## src/rtl/vc_arbiter_if.sv

```systemverilog
// Handshake bundle between the VC FIFOs / destination FIFOs / control FSM and vc_arbiter.
// master = environment side (FIFOs and FSM), slave = the arbiter.
interface vc_arbiter_if #(
  parameter int DATA_W = 6
);
  logic              active;
  logic              vc0_empty;
  logic              vc1_empty;
  logic [DATA_W-1:0] vc0_data;
  logic [DATA_W-1:0] vc1_data;
  logic              d0_almost_full;
  logic              d1_almost_full;
  logic              vc0_pop;
  logic              vc1_pop;
  logic              d0_push;
  logic              d1_push;
  logic [DATA_W-1:0] data_out;
  logic              arb_idle;

  // Pop is a same-cycle request against a show-ahead head: a word is consumed on
  // every rising edge where vcN_pop=1; the push side is registered, one cycle later.
  modport master (
    output active, vc0_empty, vc1_empty, vc0_data, vc1_data,
    output d0_almost_full, d1_almost_full,
    input  vc0_pop, vc1_pop, d0_push, d1_push, data_out, arb_idle
  );

  modport slave (
    input  active, vc0_empty, vc1_empty, vc0_data, vc1_data,
    input  d0_almost_full, d1_almost_full,
    output vc0_pop, vc1_pop, d0_push, d1_push, data_out, arb_idle
  );
endinterface

```

## src/rtl/vc_arbiter.sv

```systemverilog
// Two-VC to two-destination scheduler: one pop per cycle, registered push one cycle later.
// Optional VC1 anti-starvation guard enabled by defining VC_STARVE_GUARD_EN.
module vc_arbiter #(
  parameter int DATA_W       = 6,
  parameter int DEST_BIT     = 4,
  parameter int STARVE_LIMIT = 4
) (
  input  logic           clk,
  input  logic           reset,
  vc_arbiter_if.slave    bus,
  output logic [1:0]     state_o
);

  typedef enum logic [1:0] {
    ST_IDLE  = 2'd0,
    ST_SERVE = 2'd1,
    ST_HALT  = 2'd2
  } state_e;

  state_e            state_q, state_d;
  logic              vc0_elig, vc1_elig;
  logic              grant_ok;
  logic              gnt0, gnt1, grant;
  logic [DATA_W-1:0] win_data;
  logic              d0_push_q, d0_push_d;
  logic              d1_push_q, d1_push_d;
  logic [DATA_W-1:0] data_q, data_d;
  logic              idle_q, idle_d;

  // Eligibility is judged per VC so a blocked VC0 head never stalls VC1.
  always_comb begin
    vc0_elig = !bus.vc0_empty &&
               !(bus.vc0_data[DEST_BIT] ? bus.d1_almost_full : bus.d0_almost_full);
    vc1_elig = !bus.vc1_empty &&
               !(bus.vc1_data[DEST_BIT] ? bus.d1_almost_full : bus.d0_almost_full);
    grant_ok = !reset && bus.active && (state_q != ST_HALT);
  end

`ifdef VC_STARVE_GUARD_EN
  logic [3:0] starve_q, starve_d;
  logic       force_vc1;

  always_comb begin
    force_vc1 = (starve_q == 4'(STARVE_LIMIT));
    gnt0      = 1'b0;
    gnt1      = 1'b0;
    if (grant_ok) begin
      if (force_vc1 && vc1_elig) begin
        gnt1 = 1'b1;
      end else if (vc0_elig) begin
        gnt0 = 1'b1;
      end else if (vc1_elig) begin
        gnt1 = 1'b1;
      end
    end
  end

  // Counts back-to-back VC0 wins that were taken while VC1 could have gone.
  always_comb begin
    starve_d = starve_q;
    if (!vc1_elig || gnt1) begin
      starve_d = 4'd0;
    end else if (gnt0) begin
      starve_d = starve_q + 4'd1;
    end
  end

  always_ff @(posedge clk) begin
    if (reset) begin
      starve_q <= 4'd0;
    end else begin
      starve_q <= starve_d;
    end
  end
`else
  always_comb begin
    gnt0 = 1'b0;
    gnt1 = 1'b0;
    if (grant_ok) begin
      if (vc0_elig) begin
        gnt0 = 1'b1;
      end else if (vc1_elig) begin
        gnt1 = 1'b1;
      end
    end
  end
`endif

  assign grant = gnt0 | gnt1;

  // State register
  always_ff @(posedge clk) begin
    if (reset) begin
      state_q <= ST_IDLE;
    end else begin
      state_q <= state_d;
    end
  end

  // Next-state logic: SERVE means a grant was issued in the previous cycle.
  always_comb begin
    state_d = state_q;
    case (state_q)
      ST_IDLE: begin
        if (grant) state_d = ST_SERVE;
      end
      ST_SERVE: begin
        if (!bus.active)  state_d = ST_HALT;
        else if (grant)   state_d = ST_SERVE;
        else              state_d = ST_IDLE;
      end
      ST_HALT: begin
        if (bus.active) state_d = ST_IDLE;
      end
      default: state_d = ST_IDLE;
    endcase
  end

  // Output logic: combinational pops, next values for the registered push side.
  always_comb begin
    bus.vc0_pop = gnt0;
    bus.vc1_pop = gnt1;
    win_data    = gnt1 ? bus.vc1_data : bus.vc0_data;
    d0_push_d   = grant && !win_data[DEST_BIT];
    d1_push_d   = grant &&  win_data[DEST_BIT];
    data_d      = grant ? win_data : data_q;
    // With no grant now the next state is IDLE or HALT and nothing is in flight next cycle.
    idle_d      = !grant && (state_d != ST_SERVE) && bus.vc0_empty && bus.vc1_empty;
  end

  always_ff @(posedge clk) begin
    if (reset) begin
      d0_push_q <= 1'b0;
      d1_push_q <= 1'b0;
      data_q    <= '0;
      idle_q    <= 1'b1;
    end else begin
      d0_push_q <= d0_push_d;
      d1_push_q <= d1_push_d;
      data_q    <= data_d;
      idle_q    <= idle_d;
    end
  end

  assign bus.d0_push  = d0_push_q;
  assign bus.d1_push  = d1_push_q;
  assign bus.data_out = data_q;
  assign bus.arb_idle = idle_q;
  assign state_o      = state_q;

endmodule
```

## src/flat_wrapper.sv

```systemverilog
// flat-port wrapper written by rule: the top's interface ports become plain ports
module vc_arbiter_flat 
#(
  parameter int DATA_W       = 6,
  parameter int DEST_BIT     = 4,
  parameter int STARVE_LIMIT = 4
)
  (clk, reset, state_o, bus_active, bus_vc0_empty, bus_vc1_empty, bus_vc0_data, bus_vc1_data, bus_d0_almost_full, bus_d1_almost_full, bus_vc0_pop, bus_vc1_pop, bus_d0_push, bus_d1_push, bus_data_out, bus_arb_idle);
  vc_arbiter_if #(.DATA_W(DATA_W)) bus_i ();
  input  logic clk;
  input  logic reset;
  output logic [1:0] state_o;
  input wire logic [$bits(bus_i.active)-1:0] bus_active;
  input wire logic [$bits(bus_i.vc0_empty)-1:0] bus_vc0_empty;
  input wire logic [$bits(bus_i.vc1_empty)-1:0] bus_vc1_empty;
  input wire logic [$bits(bus_i.vc0_data)-1:0] bus_vc0_data;
  input wire logic [$bits(bus_i.vc1_data)-1:0] bus_vc1_data;
  input wire logic [$bits(bus_i.d0_almost_full)-1:0] bus_d0_almost_full;
  input wire logic [$bits(bus_i.d1_almost_full)-1:0] bus_d1_almost_full;
  output wire logic [$bits(bus_i.vc0_pop)-1:0] bus_vc0_pop;
  output wire logic [$bits(bus_i.vc1_pop)-1:0] bus_vc1_pop;
  output wire logic [$bits(bus_i.d0_push)-1:0] bus_d0_push;
  output wire logic [$bits(bus_i.d1_push)-1:0] bus_d1_push;
  output wire logic [$bits(bus_i.data_out)-1:0] bus_data_out;
  output wire logic [$bits(bus_i.arb_idle)-1:0] bus_arb_idle;
  assign bus_i.active = bus_active;
  assign bus_i.vc0_empty = bus_vc0_empty;
  assign bus_i.vc1_empty = bus_vc1_empty;
  assign bus_i.vc0_data = bus_vc0_data;
  assign bus_i.vc1_data = bus_vc1_data;
  assign bus_i.d0_almost_full = bus_d0_almost_full;
  assign bus_i.d1_almost_full = bus_d1_almost_full;
  assign bus_vc0_pop = bus_i.vc0_pop;
  assign bus_vc1_pop = bus_i.vc1_pop;
  assign bus_d0_push = bus_i.d0_push;
  assign bus_d1_push = bus_i.d1_push;
  assign bus_data_out = bus_i.data_out;
  assign bus_arb_idle = bus_i.arb_idle;
  vc_arbiter #(.DATA_W(DATA_W), .DEST_BIT(DEST_BIT), .STARVE_LIMIT(STARVE_LIMIT)) u_core (.clk(clk), .reset(reset), .bus(bus_i), .state_o(state_o));
endmodule
```

## config.mk

```make
export PLATFORM = sky130hd
export DESIGN_NAME = vc_arbiter_flat
export DESIGN_NICKNAME = d
export VERILOG_FILES = /design/src/rtl/vc_arbiter_if.sv /design/src/rtl/vc_arbiter.sv /design/src/flat_wrapper.sv
export SDC_FILE = /design/constraint.sdc
export NUM_CORES = 1
export LEC_CHECK = 0
export CORE_UTILIZATION = 30
export CTS_CLUSTER_SIZE = 25
export DETAILED_ROUTE_END_ITERATION = 12
export PLACE_DENSITY = 0.68
export SLEW_MARGIN = 15
export SYNTH_ARGS = -nofsm -noshare
export SYNTH_HDL_FRONTEND = slang
export SYNTH_SLANG_ARGS = --single-unit
```

## constraint.sdc

```tcl
create_clock -name clk -period 1.4 [get_ports clk]
set_clock_uncertainty 0.05 [all_clocks]
set_input_delay 0.28 -clock clk [delete_from_list [all_inputs] [get_ports clk]]
set_output_delay 0.28 -clock clk [all_outputs]
set_load 0.1 [all_outputs]
```

After elaboration in Yosys (flattened, before gate mapping) --
Index checks and enable logic that the tools add are counted.
Operators by class: multiply operators 0, muxes and demuxes 13, divide/modulo/power cells 0, reduce and logical (&&, ||, !) cells 17, shift-type cells 0, bitwise operators 1, $add $sub $neg 0, $lt $le $gt $ge 0, eq/ne operators 4
Operator list (number):
- $logic_and A1 B1 Y1 | 9
- $mux W1 | 8
- $logic_not A1 Y1 | 7
- $mux W2 | 3
- $mux W6 | 1
- $pmux W2 S3 | 1
- $eq A2 B1 Y1 const B | 1
- $eq A2 B2 Y1 const B | 1
- $logic_not A2 Y1 | 1
- $ne A2 B1 Y1 const B | 1
- $ne A2 B2 Y1 const B | 1
- $or A1 B1 Y1 | 1
Storage, ports and cells: register bits 11, bits in writable memories 0, memory bits (read-only) 0, memories kept 0, word-level logic and storage cells 40, input port bits 19, bits in latches 0, output and inout port bits 13

Longest topological paths before layout --
Gate-level depths: netlist of run 1.
depth in word-level cells 14, mapped depth 6, mapped depth without buffers 5

Worst setup path after synthesis of run 1 --
No wires, ideal clock.
kind register to register, start point register u_core.state_q[0] (netlist: u_core.state_o[0]), end point register u_core.data_q[3] (netlist: u_core.bus.data_out[3]), period minus slack after synthesis 3.130 ns, setup time 0.062 ns, cell stages (with the launch flop) 6, setup slack -1.730 ns, path buffers 0, arrival 3.018 ns, data required time 1.288 ns, path through dfxtp_1 > nand2b_1 > nand2b_4 > nor2_1 > and2_1 > a221o_1
Between the ends: cells in the longest elaborated chain, start to end 4, elaborated cells on any way between the ends 6, those cells by class eq/ne: 1; mux: 3; bitwise: 1; reduce/logical: 1
RTL lines:
- start, declared | RTL line vc_arbiter.sv:20 | state_e state_q, state_d;
- start signal, assigned | RTL line vc_arbiter.sv:96 | state_q <= state_d;
- $ne A2 B2 Y1 | RTL line vc_arbiter.sv:36 | grant_ok = !reset && bus.active && (state_q != ST_HALT);
- $logic_and A1 B1 Y1 | RTL line vc_arbiter.sv:36
- $mux W1 | RTL line vc_arbiter.sv:79 | if (grant_ok) begin
- via bus_vc0_pop | RTL line flat_wrapper.sv:20 | output wire logic [$bits(bus_i.vc0_pop)-1:0] bus_vc0_pop;
- $or A1 B1 Y1 | RTL line vc_arbiter.sv:89 | assign grant = gnt0 | gnt1;
- end signal, assigned | RTL line vc_arbiter.sv:140 | data_q <= data_d;
- end, declared | RTL line vc_arbiter.sv:27 | logic [DATA_W-1:0] data_q, data_d;
The timed path passes the listed nets, and every way through them passes these cells. A chain may end at the register's enable or synchronous reset.

Worst setup path after layout of run 1 --
start point input bus_vc0_empty, end point output bus_vc1_pop
Between the ends: cells in the longest elaborated chain, start to end 4
RTL lines:
- start, declared | RTL line flat_wrapper.sv:14 | input wire logic [$bits(bus_i.vc0_empty)-1:0] bus_vc0_empty;
- $logic_not A1 Y1 | RTL line vc_arbiter.sv:32 | vc0_elig = !bus.vc0_empty &&
- $logic_and A1 B1 Y1 | RTL line vc_arbiter.sv:32
- $mux W1 | RTL line vc_arbiter.sv:80 | if (vc0_elig) begin
- $mux W1 | RTL line vc_arbiter.sv:79
- end, declared | RTL line flat_wrapper.sv:21 | output wire logic [$bits(bus_i.vc1_pop)-1:0] bus_vc1_pop;
Every way passes these cells.

==> metrics.txt, run 1 <==
Overall Power=between 0.9 and 1 mW; status=finished with violations; top cell type's share of synthesized area=between 30% and 40%; leak pwr=about 0.57 nW; number of synthesized flops with an enable pin=0; die height=between 40 and 50 um; DP Area=~1200 um2; drt first-iter violations=9; crit-path max cell delay=between 200 and 250 ps; CP Capture Type=primary output; Critical Path RT=approximately 1100 ps; Final Max Tran Viols=0; Syn. warnings=0; Seq cells post-synth=11; drt via density=roughly 4.6; global-route wire length before repair=2650 um; Layout Nets=between 100 and 150; drt pass-1 iters=4; Area contributors post-synth=dfxtp_1 38%, nand2b_1 6.6%, a211o_1 4.6%; Fin Hold WS=about 310 ps; Slew HR=between 80 and 90%; multi-input logic area=408 um2; synth cell count leaders=11 x dfxtp_1, 6 x nand2b_1, 5 x nand2_1, 5 x nor2_1, 4 x and2_1; Setup WS pre-CTS=-522 ps; drt drc=0; Hold Fails Final Rpt=0; share of the yosys chip area belonging to registers=roughly 38%; Cell variety after synth=26; Startpoint Class=primary input; clock sinks=11; failing checks=negative setup slack; via count=664; I/O pin cnt=32; fraction of layout cells with a size suffix above 1=51.3%; Setup Crit Path Kind=primary input to primary output; die footprint=between 2000 and 2500 um2; grt total ovfl=0; Max VDD drop=approximately 680 uV; Crit. Startpoint=bus_vc0_empty; Num CTS Buffers=3; half-perimeter wire length after placement=roughly 1300 um; largest net degree at the start of global routing=7; Syn Area/Cell=~9.1 um2; f_max=0.681 GHz; post-synthesis cell count=63; power per cell area=between 700 and 800 nW/um2; Starting Density=roughly a third; fill count=between 100 and 150; final wirelength=around 1600 um; DR WL/cell=11.3 um; Area Overhead vs Synth=123%; RD Place Congestion=0.663; CP top delay family=simple AND/OR/NAND/NOR gates; antenna violations before repair=0; period utilization=105%; Syn Nets=about 80; port buffer count=31; HP Class=primary input to register; Final ANT Viol Nets=0; post-synth design cell area=573 um2; Final Non-Filler Cells=144; Setup TNS=-127 ps; Post-synth ARST share=0%; Max Cap Viol=0; placed cell count=approximately 130; dominant cell type by area after synthesis=dfxtp_1; Arr. time, crit path=roughly 1100 ps; storage element area=between 200 and 250 um2; num rows=15; slowest stage cell, crit path=nor3_4; post-route cell area=between 1000 and 1500 um2; post-layout minimum cycle time=1470 ps; crit-path cells=buf_2, a21oi_4, nor3_4, o21ai_4, nor2_4, buf_12; antenna cells=0; Die X=45.7 um; most numerous cell in the Yosys netlist=dfxtp_1; Final Core Density=about 73%; setup violators final=2; vias in the first global route=between 600 and 700; Root Driver=clkbuf_4; Clk Latency, worst-skew pair=approximately 270 ps; Total GRT Usage=a little under a fifth; WP buf/inv=2; R2R Path Start=u_core.state_o[0]$_SDFF_PP0_; main flop type after synthesis=dfxtp_1; Reg clk slew, reported paths=60 ps; clk buf depth=2; # H-tree levels=1; CTS tree=yes; CORE AREA=1760 um2; worst slew pin tran=~260 ps; CP max FO=5; RSZ-0062 raised after global routing=yes; post-route setup slack=-68.8 ps; Hold Path Origin=bus_d1_almost_full
[power breakdown]
group | total (mW) | switching (mW) | internal, mW
clock network | 0.212 | 0.102 | 0.110
logic | 0.401 | 0.219 | 0.182
registers | 0.344 | 0.0167 | 0.327
total | 0.957 | 0.337 | 0.620
[flip-flops by register name (all words and copies together) (netlist names)]
register,cells
u_core.bus.arb_idle,1
u_core.bus.d1_push,1
u_core.bus.d0_push,1
u_core.bus.data_out,6
u_core.state_o,2
[layer usage]
metal,GRT usage [%],part of all wire (%),up-vias,routed length [um]
met2,29.7,55,20,889
met3,8.73,5.4,0,87
met1,20.8,40,306,646
met5,0,0,-,0
met4,4.71,0,0,0
li1,-,-,338,-
[worst paths after layout]
| path | to | slack (ps) | cells after the start |
|---|---|---|---|
| worst max-delay path | bus_vc1_pop | -70 | 6 |
| worst min-delay path | u_core.bus.d1_push$_SDFF_PP0_ | 310 | 3 |
| worst min register to register | u_core.state_o[0]$_SDFF_PP0_ | 440 | 1 |
| worst max register to register | u_core.bus.data_out[2]$_SDFFE_PP0P_ | 0 | 7 |
[worst register-to-register path, stage by stage, from the launching register on]
cell	delay, ps
dfxtp_4	340
nand2b_4	150
nand2b_4	100
nor2_4	50
buf_4	140
buf_4	120
and2_1	120
a211o_1	210
[repair_timing]
action                     in CTS  in global routing
pin swaps                       5                  2
setup buffers                   6                  1
gates resized for setup        30                  4
setup endpoints to repair      10                  5
hold buffers                    0                  0
[cells by family after synthesis]
kind of cell | after synthesis | synth area share [%]
buffers and inverters | 3 | 3.28
DFF | 11 | 38.4
and+or+nand+nor | 29 | 28.2
AOI/OAI and AO/OA | 19 | 28.6
xor gates and xnor gates | 1 | 1.53
[cell type report]
class	instances	area share (%)
clock buffers	4	2.05
inverters	2	0.587
multi-input cells	49	31.9
flip-flops and latches	11	17.8
well taps	25	2.44
repair buffers	53	45.3
[cells in the final DEF, fill, tap and decap left out]
cell	instances
buf_4	22
buf_12	13
clkdlybuf4s50_1	10
dfxtp_1	9
nand2b_4	5
nand2_1	5
buf_2	5
and2_1	4
nor2_1	4
nand2b_1	3
a21o_1	3
a211o_1	3
clkbuf_4	3
a21oi_4	2
nor2_4	2
nor3_1	2
clkdlybuf4s15_1	2
dfxtp_4	2
inv_1	1
nor3_4	1
inv_2	1
o21ai_4	1
o21bai_1	1
a211oi_2	1
o22ai_1	1
a21oi_2	1
nor2_2	1
a221o_1	1
nor2b_2	1
nand3_1	1
o2111ai_1	1
a2bb2oi_1	1
a31oi_1	1
a211oi_1	1
o32a_1	1
xnor2_1	1
clkbuf_1	1
dlygate4sd2_1	1
Note: power is estimated with default switching activity, not from simulation.
==> run 2: changes to the inputs <==
--- a/config.mk
+++ b/config.mk
@@ -5,10 +5,10 @@
 export SDC_FILE = /design/constraint.sdc
 export NUM_CORES = 1
 export LEC_CHECK = 0
-export CORE_UTILIZATION = 30
+export CORE_UTILIZATION = 33
 export CTS_CLUSTER_SIZE = 25
 export DETAILED_ROUTE_END_ITERATION = 12
-export PLACE_DENSITY = 0.68
+export PLACE_DENSITY = 0.73
 export SLEW_MARGIN = 15
 export SYNTH_ARGS = -nofsm -noshare
 export SYNTH_HDL_FRONTEND = slang
==> run 2 against run 1 <==
  * The run ends with design-rule violations, negative setup slack left
  * Hold slack better by 2.0 ps
  * Sequential share of layout area shrank 0.12 points
  * Utilization grew 10 points
  * Die area shrank 8.7%
  * Sequential power is essentially flat
  * Global-route usage is 5.7 points higher
  * Clock power up 4%
  * Via count rose by 6.9%
  * Cell area up 0.68%
  * Final cell count shrank 3.5%
  * Critical endpoint unchanged
  * Largest cell class unchanged
  * Largest power group unchanged
==> metrics.txt, run 2 (synthesized netlist as in run 1, its figures left out) <==
drt pass-1 iters=8; grt total ovfl=0; Arr. time, crit path=1140 ps; half-perimeter wire length after placement=between 1000 and 1500 um; # H-tree levels=1; Overall Power=roughly 0.98 mW; CTS tree=yes; flop2flop setup slack=30 ps; Num CTS Buffers=3; Final Max Tran Viols=0; antenna cells=0; clock sinks=11; Post-CTS Hold Buffers=0; slowest stage cell, crit path=dfxtp_4; largest net degree at the start of global routing=7; Slew HR=about three quarters; RSZ-0062 raised after global routing=yes; crit-path max cell delay=about 340 ps; worst slew pin tran=352 ps; Hold Path Origin=bus_active; multi-input logic area=between 300 and 400 um2; fill count=84; post-route setup slack=-67.4 ps; metal2 WL=1010 um; failing checks=design-rule violations, negative setup slack; drt drc=2; drt first-iter violations=19; RD Place Congestion=~0.71; commonest non-fill, non-tap cells in the layout=26 x buf_4, 13 x buf_12, 10 x clkdlybuf4s50_1; storage element area=roughly 230 um2; Max Cap Viol=0; R2R depth=6; cell depth of the worst setup path=4; HP Class=primary input to register; routed wl met3=approximately 150 um; DR WL/cell=between 10 and 15 um; CP top delay family=flip-flops; Setup Crit Path Kind=register to primary output; Setup WS pre-CTS=-528 ps; Critical Path RT=about 1100 ps; num rows=14; Reg clk slew, reported paths=roughly 70 ps; Root Driver=clkbuf_4; fraction of layout cells with a size suffix above 1=approximately 52%; commonest non-fill, non-tap cell in the layout=buf_4; Largest register FFs=6; vias in the first global route=~710; clk buf depth=2; Startpoint Class=register; Hold Fails Final Rpt=0; status=finished with violations; Met1 Wirelength=776 um; R2R Path Start=u_core.state_o[0]$_SDFF_PP0_; CP max FO=3; Layout Nets=~140; port buffer count=31; setup violators final=2; drt via density=5.11; post-layout minimum cycle time=between 1000 and 1500 ps; CP Capture Type=primary output; CORE AREA=about 1600 um2; f_max=roughly 0.68 GHz; final wirelength=between 1500 and 2000 um; Starting Density=roughly 37%; leak pwr=0.585 nW; top sig layer=met4; hold depth=2; crit-path cells=nand2b_4, nand2b_4, nor2_4, buf_12; Clk Latency, worst-skew pair=270 ps; die height=roughly 44 um; via count=710; I/O pin cnt=32; Hold Path End=u_core.state_o[1]$_SDFF_PP0_; FF-to-FF End=u_core.bus.data_out[0]$_SDFFE_PP0P_; Area Overhead vs Synth=125%; Die X=roughly 44 um; cell mode on critical path=nand2b_4; die footprint=roughly 1900 um2; power per cell area=about 760 nW/um2; Total GRT Usage=23.8%; global-route wire length before repair=approximately 3200 um; antenna violations before repair=0; period utilization=105%; Final ANT Viol Nets=0; Max VDD drop=approximately 570 uV; WP buf/inv=1
## run 2: changes by cell type in the layout (fill, tap and decap cells not counted), sizes merged
cell | before | now
buf | 40 | 44
## run 2: routing by layer
| metal | up-vias | track usage (%) |
|---|---|---|
| met3 | 5 | 6.67 |
| met1 | 327 | 27.3 |
| met5 | - | 0 |
| met4 | 0 | 15.6 |
| met2 | 33 | 38.2 |
| li1 | 345 | - |
## run 2: power by group
| group | switching, mW | internal (mW) |
|---|---|---|
| registers | 0.0175 | 0.327 |
| clock network | 0.109 | 0.111 |
| logic | 0.226 | 0.191 |
| total | 0.352 | 0.629 |
## run 2: worst max path at each step
| stage | start | to | slack, ps |
|---|---|---|---|
| 6_report | u_core.state_o[0]$_SDFF_PP0_ | bus_vc1_pop | -70 |
| 3_5_place_dp | bus_vc1_data[4] | bus_vc1_pop | -530 |
| 5_1_grt | u_core.state_o[0]$_SDFF_PP0_ | bus_vc0_pop | -110 |
| 3_3_place_gp | bus_vc0_data[4] | bus_vc1_pop | -490 |
| 2_1_floorplan | u_core.state_o[0]$_SDFF_PP0_ | u_core.bus.data_out[3]$_SDFFE_PP0P_ | -330 |
| 4_1_cts | u_core.state_o[0]$_SDFF_PP0_ | bus_vc1_pop | -110 |
## run 2: per-stage QoR
stage	hold WS, ps	instances	utilization, %	instance area [um2]	TNS (ps)
3_3_place_gp	419	126	76.0	1180	-3970
6_report	312	139	82.7	1290	-134
5_1_grt	320	139	82.7	1290	-246
3_5_place_dp	424	126	76.0	1180	-4400
2_1_floorplan	297	63	-	608	-1820
4_1_cts	303	137	81.3	1270	-204
## run 2: layout make-up
| class | count | share of cell area, % |
|---|---|---|
| sequential | 11 | 17.7 |
| clock buffer | 4 | 2.04 |
| inverter | 2 | 0.777 |
| tap | 16 | 1.55 |
| timing repair buffer | 57 | 47.3 |
| multi-input combinational | 49 | 30.7 |
## run 2: timing repair
item | in CTS | in global routing
setup buffers | 7 | 2
pin swaps | 5 | 3
endpoints found under the setup margin | 10 | 2
gates cloned | 0 | 0
gates resized for setup | 27 | 5
## run 2: worst register-to-register path, delay by kind of cell, from the launching register on
kind / cells / cell delay [ps]
buffers and inverters: 1 / 150
AO/OA/AOI/OAI: 2 / 420
AND/OR/NAND/NOR: 3 / 300
flip-flops: 1 / 340
==> run 3: changes to the inputs <==
--- a/config.mk
+++ b/config.mk
@@ -5,7 +5,8 @@
 export SDC_FILE = /design/constraint.sdc
 export NUM_CORES = 1
 export LEC_CHECK = 0
-export CORE_UTILIZATION = 33
+export ABC_AREA = 1
+export CORE_UTILIZATION = 31
 export CTS_CLUSTER_SIZE = 25
 export DETAILED_ROUTE_END_ITERATION = 12
 export PLACE_DENSITY = 0.73
==> run 3 against run 2 <==
  * The run ends with negative setup slack left
  * Setup slack worse by 100 ps
  * Die area decreased by 7.1%
  * Hold slack gained 36 ps
  * Flip-flop and latch count did not move
  * Clock-buffer cell count stayed put
  * Final cell count is 4.3% higher
  * Utilization down 1.6 points
  * Via count is 2.4% lower
  * Sequential power is essentially flat
  * Global-route usage decreased by 3.8 points
==> metrics.txt, run 3 <==
status=finished with violations; failing checks=negative setup slack; commonest non-fill, non-tap cells in the layout=22 x buf_4, 20 x nand2_1, 13 x buf_12; CORE AREA=between 1500 and 2000 um2; dominant cell type by area after synthesis=dfxtp_1; switching part of the total=37.0%; Final Core Density=81.1%; drt first-iter violations=21; Root Driver=clkbuf_4; Area contributors post-synth=dfxtp_1 44%, nand2_1 17%, inv_1 8.3%; Area Overhead vs Synth=145%; via count=around 700; most numerous cell in the Yosys netlist=nand2_1; CP Capture Type=primary output; post-route setup slack=-172 ps; synth cell count leaders=23 x nand2_1, 11 x dfxtp_1, 11 x inv_1; I/O pin cnt=32; Setup Crit Path Kind=register to primary output; number of synthesized flops with an enable pin=0; grt total ovfl=0; Sequential Power Share=36.0%; setup violators final=3; Clk Latency, worst-skew pair=260 ps; Syn Nets=90; vias in the first global route=619; RD Place Congestion=roughly 0.83; Arr. time, crit path=approximately 1200 ps; Sw Pwr=between 0.3 and 0.4 mW; drt via density=roughly 4.8; Largest register FFs=6; Post-synth ARST share=0%; Starting Density=about a third; commonest non-fill, non-tap cell in the layout=buf_4; worst slew pin tran=about 260 ps; f_max=about 0.64 GHz; fill count=92; leak pwr=~0.56 nW; half-perimeter wire length after placement=~1100 um; Int Power=between 0.6 and 0.7 mW; combinational power share=41.1%; clk buf depth=2; share of the yosys chip area belonging to registers=around 44%; power per cell area=791 nW/um2; period utilization=112%; Total GRT Usage=around a fifth; Reg clk slew, reported paths=70 ps; die footprint=between 1500 and 2000 um2; Slew HR=82.4%; clock sinks=11; Syn. warnings=0; HP Class=primary input to register; Final Non-Filler Cells=around 150; Die X=42.1 um; fraction of layout cells with a size suffix above 1=roughly 45%; top cell type's share of synthesized area=44.2%; drt drc=0; Critical Path RT=approximately 1100 ps; # H-tree levels=1; largest net degree at the start of global routing=7; Overall Power=0.966 mW; Layout Nets=approximately 150; Startpoint Class=register; RSZ-0062 raised after global routing=yes; CTS tree=yes; main flop type after synthesis=dfxtp_1; Final ANT Viol Nets=0; Hold Fails Final Rpt=0; num rows=14; antenna cells=0; Final Max Tran Viols=0; flop2flop setup slack=-20 ps; post-synthesis cell count=a little over 70; port buffer count=31; CP max FO=2; die height=~42 um; post-layout minimum cycle time=between 1500 and 2000 ps; placed cell count=about 130; Syn Area/Cell=7.01 um2; Max Cap Viol=0; antenna violations before repair=0; Max VDD drop=between 400 and 500 uV; post-synth design cell area=around 500 um2; global-route wire length before repair=approximately 2600 um; Seq cells post-synth=11; Clock Power Share=between 20% and 30%; Cell variety after synth=16; DR WL/cell=roughly 13 um; Num CTS Buffers=3; final wirelength=about 1800 um; drt pass-1 iters=4
-- run 3: through the flow --
step	setup WS, ps	hold WS [ps]	setup TNS [ps]	area [um2]
2_1_floorplan	-332	293	-1690	527
3_3_place_gp	-426	431	-3460	1070
3_5_place_dp	-448	443	-3650	1070
4_1_cts	-172	363	-660	1190
5_1_grt	-216	355	-718	1220
6_report	-172	348	-363	1220
-- run 3: cells by family after synthesis --
| logic type | Yosys count | synth area share [%] |
|---|---|---|
| buf+inv | 11 | 8.29 |
| flops | 11 | 44.2 |
| simple gates | 42 | 38.9 |
| compound gates | 7 | 8.54 |
-- run 3: worst max-delay path: stages (launching register included) --
cell	delay, ps
dfxtp_4	360
inv_4	40
nand2_4	60
nand2_4	60
buf_6	120
nor2_4	140
buf_12	190
-- run 3: path summary, 6_finish.rpt --
kind                                                          start                             endpoint  depth (start not counted)
worst min-delay path                                     bus_active         u_core.state_o[1]$_SDFF_PP0_                          3
worst max-delay path                   u_core.state_o[0]$_SDFF_PP0_                          bus_vc0_pop                          6
worst min register to register  u_core.bus.data_out[3]$_SDFFE_PP0P_  u_core.bus.data_out[3]$_SDFFE_PP0P_                          2
worst max register to register         u_core.state_o[0]$_SDFF_PP0_  u_core.bus.data_out[5]$_SDFFE_PP0P_                          9
-- run 3: cell type report --
type / instances / area, um2 / share of cell area [%]
Clock buffer: 4 / 26.3 / 2.15
Inverter: 11 / 47.5 / 3.89
Multi-Input combinational cell: 49 / 288 / 23.6
Sequential cell: 11 / 228 / 18.6
Tap cell: 16 / 20.0 / 1.64
Timing Repair Buffer: 54 / 612 / 50.1
-- run 3: power groups by stage --
stage / Sequential (mW) / Clock (mW) / Combinational [mW]
floorplan: 0.475 / 0 / 0.0664
global placement: 0.354 / 0 / 0.359
detailed placement: 0.355 / 0 / 0.362
CTS: 0.347 / 0.217 / 0.384
global route: 0.350 / 0.237 / 0.410
finish: 0.348 / 0.221 / 0.397
-- run 3: layer usage --
metal / up-vias / routed length [um] / track usage (%)
met3: 4 / 67 / 1.29
met4: 0 / 42 / 7.50
met5: - / 0 / 0
li1: 343 / - / -
met2: 26 / 1030 / 39.7
met1: 320 / 709 / 21.5
-- run 3: what timing repair did --
item                                    in CTS  in global routing
endpoints found under the setup margin      11                 11
hold endpoints to repair                     0                  0
setup buffers                                9                  3
hold buffers                                 0                  0
pin swaps                                    9                  3
resized for setup                           17                  4
